**config.mk**
```make
export PLATFORM = sky130hd
export DESIGN_NAME = cdb_arbiter
export DESIGN_NICKNAME = d
export VERILOG_FILES = /design/src/rtl/cdb_arbiter.sv
export SDC_FILE = /design/constraint.sdc
export NUM_CORES = 1
export LEC_CHECK = 0
export CAP_MARGIN = 20
export CORE_UTILIZATION = 50
export DETAILED_ROUTE_END_ITERATION = 7
export PLACE_DENSITY = 0.72
export SYNTH_ARGS = -nofsm -noshare
export SYNTH_HDL_FRONTEND = slang
export SYNTH_SLANG_ARGS = --single-unit
```
**constraint.sdc**
```tcl
create_clock -name clk -period 3.95 [get_ports clk]
set_input_delay 1.185 -clock clk [delete_from_list [all_inputs] [get_ports clk]]
set_output_delay 1.185 -clock clk [all_outputs]
set_load 0.02 [all_outputs]
```
**src/rtl/cdb_arbiter.sv**
```systemverilog
// Common data bus arbiter: NREQ producers each feed a private result FIFO, and a
// round-robin scheduler drains one FIFO head per cycle into a registered CDB broadcast.
module cdb_arbiter #(
  parameter int NREQ      = 2,
  parameter int DEPTH     = 2,
  parameter int ROB_IDX_W = 4,
  parameter int DATA_W    = 32
) (
  input  logic                        clk,
  input  logic                        rst,
  input  logic                        rdy_i,
  input  logic                        rb_i,
  input  logic [NREQ-1:0]             req_valid_i,
  input  logic [NREQ*ROB_IDX_W-1:0]   req_src_i,
  input  logic [NREQ*DATA_W-1:0]      req_val_i,
  output logic [NREQ-1:0]             req_ready_o,
  output logic                        cdb_valid_o,
  output logic [ROB_IDX_W-1:0]        cdb_src_o,
  output logic [DATA_W-1:0]           cdb_val_o,
  output logic [$clog2(NREQ)-1:0]     cdb_gnt_id_o
);

  localparam int GNT_W = $clog2(NREQ);
  localparam int PTR_W = $clog2(DEPTH);
  localparam int CNT_W = $clog2(DEPTH + 1);

  logic [ROB_IDX_W-1:0] tagMem_q  [NREQ][DEPTH];
  logic [DATA_W-1:0]    dataMem_q [NREQ][DEPTH];

  logic [PTR_W-1:0] wrPtr_q [NREQ];
  logic [PTR_W-1:0] wrPtr_d [NREQ];
  logic [PTR_W-1:0] rdPtr_q [NREQ];
  logic [PTR_W-1:0] rdPtr_d [NREQ];
  logic [CNT_W-1:0] count_q [NREQ];
  logic [CNT_W-1:0] count_d [NREQ];

  logic [GNT_W-1:0]     rrPtr_q, rrPtr_d;
  logic                 cdbValid_q, cdbValid_d;
  logic [ROB_IDX_W-1:0] cdbSrc_q, cdbSrc_d;
  logic [DATA_W-1:0]    cdbVal_q, cdbVal_d;
  logic [GNT_W-1:0]     cdbGnt_q, cdbGnt_d;

  logic [NREQ-1:0]  store;
  logic [NREQ-1:0]  pop;
  logic             found;
  logic [GNT_W-1:0] winner;
  int               scanIdx;

  // Tag 0 means "no dependency": the handshake completes but nothing is buffered.
  always_comb begin
    for (int i = 0; i < NREQ; i++) begin
      req_ready_o[i] = rdy_i & ~rst & (count_q[i] < CNT_W'(DEPTH));
      store[i] = req_valid_i[i] & req_ready_o[i] & ~rb_i
                 & (|req_src_i[i*ROB_IDX_W +: ROB_IDX_W]);
    end
  end

  always_comb begin
    found   = 1'b0;
    winner  = '0;
    scanIdx = 0;
    for (int k = 0; k < NREQ; k++) begin
      scanIdx = int'(rrPtr_q) + k;
      if (scanIdx >= NREQ) scanIdx = scanIdx - NREQ;
      if (!found && (count_q[scanIdx] != '0)) begin
        found  = 1'b1;
        winner = GNT_W'(scanIdx);
      end
    end
  end

  always_comb begin
    rrPtr_d    = rrPtr_q;
    cdbValid_d = 1'b0;
    cdbSrc_d   = cdbSrc_q;
    cdbVal_d   = cdbVal_q;
    cdbGnt_d   = cdbGnt_q;
    for (int i = 0; i < NREQ; i++) begin
      pop[i]     = 1'b0;
      wrPtr_d[i] = wrPtr_q[i];
      rdPtr_d[i] = rdPtr_q[i];
      count_d[i] = count_q[i];
    end

    if (rb_i) begin
      rrPtr_d = '0;
      for (int i = 0; i < NREQ; i++) begin
        wrPtr_d[i] = '0;
        rdPtr_d[i] = '0;
        count_d[i] = '0;
      end
    end else if (rdy_i) begin
      if (found) begin
        cdbValid_d = 1'b1;
        cdbSrc_d   = tagMem_q[winner][rdPtr_q[winner]];
        cdbVal_d   = dataMem_q[winner][rdPtr_q[winner]];
        cdbGnt_d   = winner;
        rrPtr_d    = (winner == GNT_W'(NREQ - 1)) ? '0 : winner + 1'b1;
      end
      for (int i = 0; i < NREQ; i++) begin
        pop[i]     = found && (winner == GNT_W'(i));
        wrPtr_d[i] = wrPtr_q[i] + PTR_W'(store[i]);
        rdPtr_d[i] = rdPtr_q[i] + PTR_W'(pop[i]);
        count_d[i] = count_q[i] + CNT_W'(store[i]) - CNT_W'(pop[i]);
      end
    end
  end

  always_ff @(posedge clk) begin
    for (int i = 0; i < NREQ; i++) begin
      if (store[i]) begin
        tagMem_q[i][wrPtr_q[i]]  <= req_src_i[i*ROB_IDX_W +: ROB_IDX_W];
        dataMem_q[i][wrPtr_q[i]] <= req_val_i[i*DATA_W +: DATA_W];
      end
    end
  end

  always_ff @(posedge clk) begin
    if (rst) begin
      rrPtr_q    <= '0;
      cdbValid_q <= 1'b0;
      cdbSrc_q   <= '0;
      cdbVal_q   <= '0;
      cdbGnt_q   <= '0;
      for (int i = 0; i < NREQ; i++) begin
        wrPtr_q[i] <= '0;
        rdPtr_q[i] <= '0;
        count_q[i] <= '0;
      end
    end else begin
      rrPtr_q    <= rrPtr_d;
      cdbValid_q <= cdbValid_d;
      cdbSrc_q   <= cdbSrc_d;
      cdbVal_q   <= cdbVal_d;
      cdbGnt_q   <= cdbGnt_d;
      for (int i = 0; i < NREQ; i++) begin
        wrPtr_q[i] <= wrPtr_d[i];
        rdPtr_q[i] <= rdPtr_d[i];
        count_q[i] <= count_d[i];
      end
    end
  end

  assign cdb_valid_o  = cdbValid_q;
  assign cdb_src_o    = cdbSrc_q;
  assign cdb_val_o    = cdbVal_q;
  assign cdb_gnt_id_o = cdbGnt_q;

endmodule

```
---- Yosys cells after proc, flatten, opt, wreduce, memory -nomap -nowiden ----
Memories as Yosys holds them, arrays and structs flattened.
Cells that the tools add are included.
storage, ports and cells
  bits in registers ....................... 39
  memory bits (writable) .................. 152
  input bits .............................. 78
  output and inout bits ................... 40
  logic and storage cells ................. 110
  memories kept ........................... 5
operators by class
  $add $sub $neg .......................... 12
  order comparisons ....................... 9
  mux-type cells .......................... 43
  bitwise gates (word level) .............. 22
  reduce and logical (&&, ||, !) cells .... 14
memory list
  name       depth  width  rd ports  clocked after memory_dff  wr ports  RTL line  text
  dataMem_q  2      64     1         0                         2         28        logic [DATA_W-1:0] dataMem_q [NREQ][DEPTH];
  tagMem_q   2      8      1         0                         2         27        logic [ROB_IDX_W-1:0] tagMem_q [NREQ][DEPTH];
  count_q    2      2      4         0                         2         34        logic [CNT_W-1:0] count_q [NREQ];
  rdPtr_q    2      1      3         0                         2         32        logic [PTR_W-1:0] rdPtr_q [NREQ];
  wrPtr_q    2      1      2         0                         2         30        logic [PTR_W-1:0] wrPtr_q [NREQ];
operator list
  kind                                                                  number
  32-bit 2-to-1 mux                                                     5
  64-bit 2-to-1 mux                                                     2
  32-bit demux with 1-bit select                                        2
  4-bit 2-to-1 mux                                                      7
  1-bit 2-to-1 mux                                                      17
  8-bit 2-to-1 mux                                                      2
  2-bit 2-to-1 mux                                                      6
  1-bit bitwise AND                                                     9
  4-bit demux with 1-bit select                                         2
  2-bit greater-or-equal comparator, second input constant              4
  4-bit OR reduction                                                    2
  1-bit NOT with 2-bit output                                           3
  1-bit OR                                                              6
  1-bit logical AND                                                     5
  1-bit adder                                                           4
  2-bit by 1-bit adder with 2-bit output                                2
  2-bit by 1-bit < comparator with 1-bit output, second input constant  2
  2-bit < comparator, second input constant                             2
  1-bit NOT                                                             4
  2-bit nonzero test                                                    2
  2-bit by 1-bit subtractor with 2-bit output                           2
  3-bit AND reduction                                                   1
  3-bit OR reduction                                                    1
  1-bit by 1-bit adder with 2-bit output, second input constant         1
  other kinds (6)                                                       7

---- Longest topological paths before layout ----
Gate-level depths: netlist of the first run.
An unclocked memory read counts as a cell.
  depth in word-level cells ............... 14
  mapped depth ............................ 12
  mapped depth without buffers ............ 11

---- Least setup slack after synthesis of the first run ----
Ideal clock, no wire load.
  kind .................................... input to register
  start ................................... input port rdy_i
  end ..................................... memory dataMem_q[0][0] in the netlist's numbering (enable)
  library setup time ...................... 0.397 ns
  arrival ................................. 3.255 ns
  required time ........................... 3.553 ns
  setup slack ............................. 0.298 ns
  stages .................................. 5
  path buffers ............................ 1
  cells stage by stage .................... buf_4 > inv_2 > or3_4 > nor4b_1 > ha_1
RTL lines
  what         RTL line  text
  from (decl)  11        input logic rdy_i,
  to (decl)    28

---- Worst setup path after layout of the first run ----
  start ................................... input port rst
  end ..................................... output port req_ready_o[0]
on the way
  longest elaborated chain between the ends .. 3
RTL lines
  what                            RTL line  text
  from (decl)                     10        input logic rst,
  1-bit NOT                       52        req_ready_o[i] = rdy_i & ~rst & (count_q[i] < CNT_W'(DEPTH));
  1-bit bitwise AND (2 in a row)  52
  to (decl)                       16        output logic [NREQ-1:0] req_ready_o,
Every way passes these cells.

==> results of run 1 <==
## path summary, 6_finish.rpt
kind         slack, ps             end  cells past startpoint
min                470   cdb_val_o[18]                      1
max                280  req_ready_o[0]                      5
max reg2reg       1300   count_q[1][1]                     11
min reg2reg        470   cdb_val_o[18]                      1
## critical path, delay by kind of cell
family | cells | cell delay (ps)
buf+inv | 3 | 1140
simple gates | 2 | 160
## power groups by stage
stage / combinational (mW) / clock (mW) / sequential [mW]
after floorplan: 0.0501 / 0 / 2.24
after global placement: 0.162 / 0 / 2.24
after detailed placement: 0.167 / 0 / 2.24
after CTS: 0.168 / 1.68 / 2.19
after global routing: 0.178 / 1.76 / 2.19
final: 0.167 / 1.66 / 2.19
## metrics by stage
stage                     power [mW]  cells  hold slack (ps)  setup WS, ps
after floorplan                 2.29    465              472           298
after global placement          2.40    752              450           286
after detailed placement        2.40    753              463           276
after CTS                       4.04    785              478           275
after global routing            4.13    785              485           203
final                           4.01    785              471           282
## layer usage
layer,part of all wire [%],up-vias
met5,0,-
met4,2.3,0
met3,4.4,27
met2,51,127
li1,-,2011
met1,42,2149
## flip-flops by register name (all words and copies together), names as in the netlist, named ones only
register and flops:
cdb_gnt_id_o 1, cdb_src_o 4, cdb_val_o 32, cdb_valid_o 1, count_q 4, dataMem_q 128, rdPtr_q 2, rrPtr_q 1
tagMem_q 16, wrPtr_q 2
## cell families (layout without fill, tap and decap cells)
group / count (synthesis) / count (layout) / share of synthesized area, %
xor gates and xnor gates: 5 / 5 / 0.604
adders and majority gates: 8 / 8 / 1.38
AOI/OAI and AO/OA: 47 / 47 / 6.13
and+or+nand+nor: 104 / 104 / 6.08
buffers and inverters: 34 / 174 / 2.50
muxes: 75 / 75 / 10.4
DFF: 192 / 192 / 72.9
## layout by cell type, fill, tap and decap left out, drive strengths merged, types with 8 or more instances in the layout
cell | netlist | routed
clkbuf | 2 | 19
a32o | 36 | 36
nand2 | 75 | 75
dfxtp | 48 | 48
ha | 8 | 8
buf | 22 | 15
mux2i | 74 | 74
inv | 10 | 14
clkdlybuf4s50 | 0 | 117
nor2 | 18 | 18
edfxtp | 144 | 144
## layout make-up
| type | count | area [um2] |
|---|---|---|
| Clock inverter | 13 | 126 |
| Inverter | 10 | 37.5 |
| Fill cell | 1020 | 4700 |
| Clock buffer | 19 | 454 |
| Multi-Input combinational cell | 239 | 1800 |
| Sequential cell | 192 | 5290 |
| Timing Repair Buffer | 132 | 1360 |
| Tap cell | 180 | 225 |
==> summary.txt, run 1 <==
Status
  – Status: completed

Pwr
  – Sequential power share: 54.6%
  – Switching pwr: 0.819 mW
  – PwrDens: 432 nW/um2
  – Maximum VDD drop: 0.000323 V
  – Comb power frac: under 10%
  – Pleak: between 3 and 4 nW
  – Clk pwr share: 41.3%
  – Internal power: 3.20 mW
  – Sw Ratio: 20.4%

Synth
  – Top cell type by total area after synthesis: edfxtp_1
  – Post-synth top cells: edfxtp_1, nand2_1, mux2i_1
  – Synth area leaders: edfxtp_1, dfxtp_1, mux2i_1
  – Sequential-to-total area share from yosys stat: between 70 and 80%
  – Yosys warns: 0
  – Post-synthesis cell type count: 35
  – Number of synthesized flops with an enable pin: 144
  – Syn_area_per_cell: 15.6 um2
  – Top cell type's share of synthesized area: 59.7%
  – Mapped Nets: roughly 550
  – Top FF cell, synth: edfxtp_1
  – Flops & latches, synth: 192
  – Count leader, synth: edfxtp_1
  – Synthesized cell area: 7250 um2
  – Fraction of registers with async set/reset: 0%
  – Synth Instances: 465

Min path
  – Hold Path Class: reg2reg
  – Beginning of the worst hold path: cdb_val_o[18]

Timing
  – Worst Skew: 7.74 ps
  – Final Cycle Share: 92.9%
  – Setup violators final: 0
  – Max Clk Rate: 273 MHz
  – RSZ-0062 raised after global routing: false
  – Slew Viols, Final: 0
  – Worst slew pin tran: 896 ps
  – Final hold violations: 0
  – Setup TNS: 0 ps
  – Worst slew margin: 40.2%
  – Post-layout minimum cycle time: 3670 ps

Global route
  – GRT overflow: 0
  – First-pass GRT wire length: about 23 mm
  – Largest net degree at the start of global routing: 38
  – Global routing usage on met3: approximately 4.6%
  – GR Util met1: 24.8%
  – Top Usage Layer GRT: met2
  – M2 GR Usage: 36.8%
  – Vias in the first global route: 4513
  – Initial antenna violation count: 0
  – Total Routing Usage GR: 21.0%

Worst setup path
  – CP max stage delay: 600 ps
  – Most frequent CP cell: clkdlybuf4s50_1
  – WP data arrival: 2480 ps
  – Type of element capturing the critical path: output pin
  – Critical path fanouts, max: 3
  – Data required, critical path: approximately 2800 ps
  – Crit path from: rst
  – Worst r2r src: count_q[0][1]
  – Crit-path cells: clkdlybuf4s50_1, inv_1, nand2_1, nor2_1, clkdlybuf4s50_1
  – Crit Path Class: in2out
  – Critical-path cell with the highest stage delay: clkdlybuf4s50_1
  – Startpoint types: input port

CTS
  – Hold_buf cts: 0
  – Setup bufs post-CTS: 0
  – CTS tree: done
  – Clk pin slew, worst setup/hold paths: 60 ps
  – Clk buf depth: 2
  – CTS resizes: 0
  – CTS Root Cell: clkbuf_16
  – TritonCTS buffer count: 17
  – CTS H-tree depth: 4
  – Clock Latency Late Sink: ~430 ps
  – Clock sink count: 192

Routing
  – Routed via count: 4314
  – Drt initial violations: 201
  – Vias/cell: roughly 5.5
  – Pre-antenna DRT Iters: 5
  – DRT antenna net count: 0
  – Drt total wl: around 15 mm
  – Remaining DRCs: 0
  – Wire per inst: 18.7 um

Placement
  – Cell area after placement: approximately 8700 um2
  – HPWL Detailed: roughly 9.6 mm
  – GP Congestion: 0.787
  – IO buf count: 117

Final layout
  – Area grow syn2layout: 28.1%
  – Layout cell share with drive strength beyond 1: 10.2%
  – Core Util, Final: between 60% and 70%
  – Final nets: between 600 and 700
  – Post-route cell area: between 9000 and 10000 um2
  – # diodes: 0

Floorplan
  – # IOs: 118
  – Die ar.: approximately 15000 um2
  – Die Ht: 122 um
  – Row count: between 40 and 50
  – Initial core utilization: between 50% and 60%
  – Die width: 122 um
  – Core footprint: 14000 um2

Flow run
  – Max-Cap Viols: 0
(Power assumes the default switching activity.)
==> run 2: changes to the inputs <==
- CAP_MARGIN: 20 -> default
- DONT_BUFFER_PORTS: default -> 1
- PLACE_DENSITY: 0.72 -> 0.62
==> run 2 against run 1 <==
Against the previous run: sequential power barely moved; clock power about the same; global-route usage is 0.73 points lower; via count is 12% lower; sequential share of layout area rose by 9.0 points; die area did not move; routed wire length shrank 4.2%; critical endpoint is now dataMem_q[0][25].
==> summary.txt, run 2 (same netlist as run 1, synthesis figures left out) <==
Final layout
  – Most frequent cells in the layout: edfxtp_1, nand2_1, mux2i_1
  – Area of the multi-input gates: 1800 um2 (unchanged)
  – Max reg flops: 128 (unchanged)
  – Core Util, Final: 57.3% (-9.1 points)
  – Layout cell share with drive strength beyond 1: 12.0% (+1.8 points)
  – Final nets: 555 (-18%)
  – # diodes: 0 (unchanged)
  – Register area: 5290 um2 (unchanged)
  – Fillers: 1060 (+3.9%)
  – Commonest non-fill, non-tap cell in the layout: edfxtp_1
  – Area grow syn2layout: 10.7%
  – Finished Layout Cells: 662 (-16%)

Routing
  – Vias/cell: 5.75 (+4.6%)
  – DRT antenna net count: 0 (unchanged)
  – Routed via count: 3804 (-12%)
  – Drt total wl: 14.0 mm (-4.2%)
  – Pre-antenna DRT Iters: 6 (+1)
  – Drt initial violations: 241 (+20%)
  – Wire per inst: 21.2 um (+14%)
  – Remaining DRCs: 0 (unchanged)

Flow run
  – Max-Cap Viols: 0 (unchanged)

Global route
  – GRT overflow: 0 (unchanged)
  – Total Routing Usage GR: 20.3% (-0.73 points)
  – Vias in the first global route: 3885 (-14%)
  – Largest net degree at the start of global routing: 38 (unchanged)
  – First-pass GRT wire length: 21.5 mm (-5.4%)
  – Initial antenna violation count: 0 (unchanged)

Min path
  – WHS Path Cells: 2 (+1)
  – Hold Path Class: reg2reg

Worst setup path
  – Startpoint types: input port
  – Crit Path Class: in2reg
  – Type of element capturing the critical path: register
  – R2R cell count: 11 (unchanged)
  – WP data arrival: 3100 ps (+620 ps)
  – Critical path fanouts, max: 25 (+22)
  – Data required, critical path: 4070 ps (+1310 ps)

CTS
  – Clock sink count: 192 (unchanged)
  – CTS H-tree depth: 4 (unchanged)
  – Hold_buf cts: 0 (unchanged)
  – Clk pin slew, worst setup/hold paths: 70 ps (about the same)
  – CTS resizes: 0 (unchanged)
  – CTS tree: done
  – Clk buf depth: 2 (unchanged)
  – Clock Latency Late Sink: 430 ps (about the same)
  – TritonCTS buffer count: 17 (unchanged)
  – CTS Root Cell: clkbuf_16
  – Setup bufs post-CTS: 0 (unchanged)

Floorplan
  – # IOs: 118 (unchanged)
  – Row count: 43 (unchanged)
  – Die ar.: 15000 um2 (unchanged)
  – Initial core utilization: 51.8% (unchanged)
  – Die Ht: 122 um (unchanged)
  – Die width: 122 um (unchanged)
  – Core footprint: 14000 um2 (unchanged)

Timing
  – Post-layout minimum cycle time: 2970 ps (-695 ps)
  – Setup violators final: 0 (unchanged)
  – Setup TNS: 0 ps (unchanged)
  – RSZ-0062 raised after global routing: false
  – Worst slew margin: 33.8% (-6.5 points)
  – Worst slew pin tran: 993 ps (+96.9 ps)
  – Worst Skew: 15.0 ps (+7.26 ps)
  – Final Cycle Share: 75.3% (-18 points)
  – Post-route setup slack: 977 ps (+695 ps)
  – Slew Viols, Final: 0 (unchanged)
  – Final hold violations: 0 (unchanged)
  – Max Clk Rate: 336 MHz (+23%)

Placement
  – DP Cell Count: 630 (-16%)
  – GP Congestion: 0.782 (-0.52%)
  – Setup slack after placement: 543 ps (+267 ps)
  – IO buf count: 0 (-100%)
  – HPWL Detailed: 8.65 mm (-10%)

Pwr
  – Pleak: 2.56 nW (-16%)
  – Total power: 3.88 mW (-3.3%)
  – PwrDens: 484 nW/um2 (+12%)
  – Maximum VDD drop: 0.000351 V (+8.7%)

Status
  – Status: completed
[run 2: cell types whose count changed in the layout (fill, tap and decap cells not counted), sizes merged]
cell	before	now
clkdlybuf4s50	117	0
buf	15	9
inv	14	20
clkbuf	19	17
clkinv	6	4
bufinv	1	0
clkinvlp	2	1
[run 2: layer usage]
layer	vias to the layer above	wire (um)	global-route usage [%]	part of all wire, %
li1	1761	-	-	-
met1	1894	5600	23.5	40
met2	124	6860	32.0	49
met3	25	1270	9.20	9.0
met4	0	312	9.45	2.2
met5	-	0	0	0
[run 2: metrics by stage]
step                      area (um2)  hold slack [ps]
after floorplan                 7250              472
after global placement          7450              491
after detailed placement        7450              494
after CTS                       8020              503
after global routing            8020              534
final                           8020              501
[run 2: critical path, stage by stage]
cell	delay [ps]
inv_2	40
or3_4	430
nor4b_1	630
ha_2	550
buf_12	260
[run 2: layout make-up]
class | count | share of cell area [%]
multi-input combinational | 239 | 22.4
clock inverter | 15 | 1.78
inverter | 10 | 0.468
sequential | 192 | 65.9
tap | 180 | 2.81
timing repair buffer | 9 | 1.31
clock buffer | 17 | 5.30
[run 2: worst paths after layout]
kind,from,endpoint,slack [ps]
min,wrPtr_q[0][1],wrPtr_q[0][1],500
max reg2reg,rrPtr_q,count_q[1][1],1380
max,rdy_i,dataMem_q[0][25],980
min reg2reg,wrPtr_q[0][1],wrPtr_q[0][1],500
[run 2: power breakdown]
group	switching [mW]	internal (mW)	leakage [nW]
logic	0.0413	0.0194	0.598
registers	0.00904	2.19	1.69
clock network	0.787	0.838	0.277
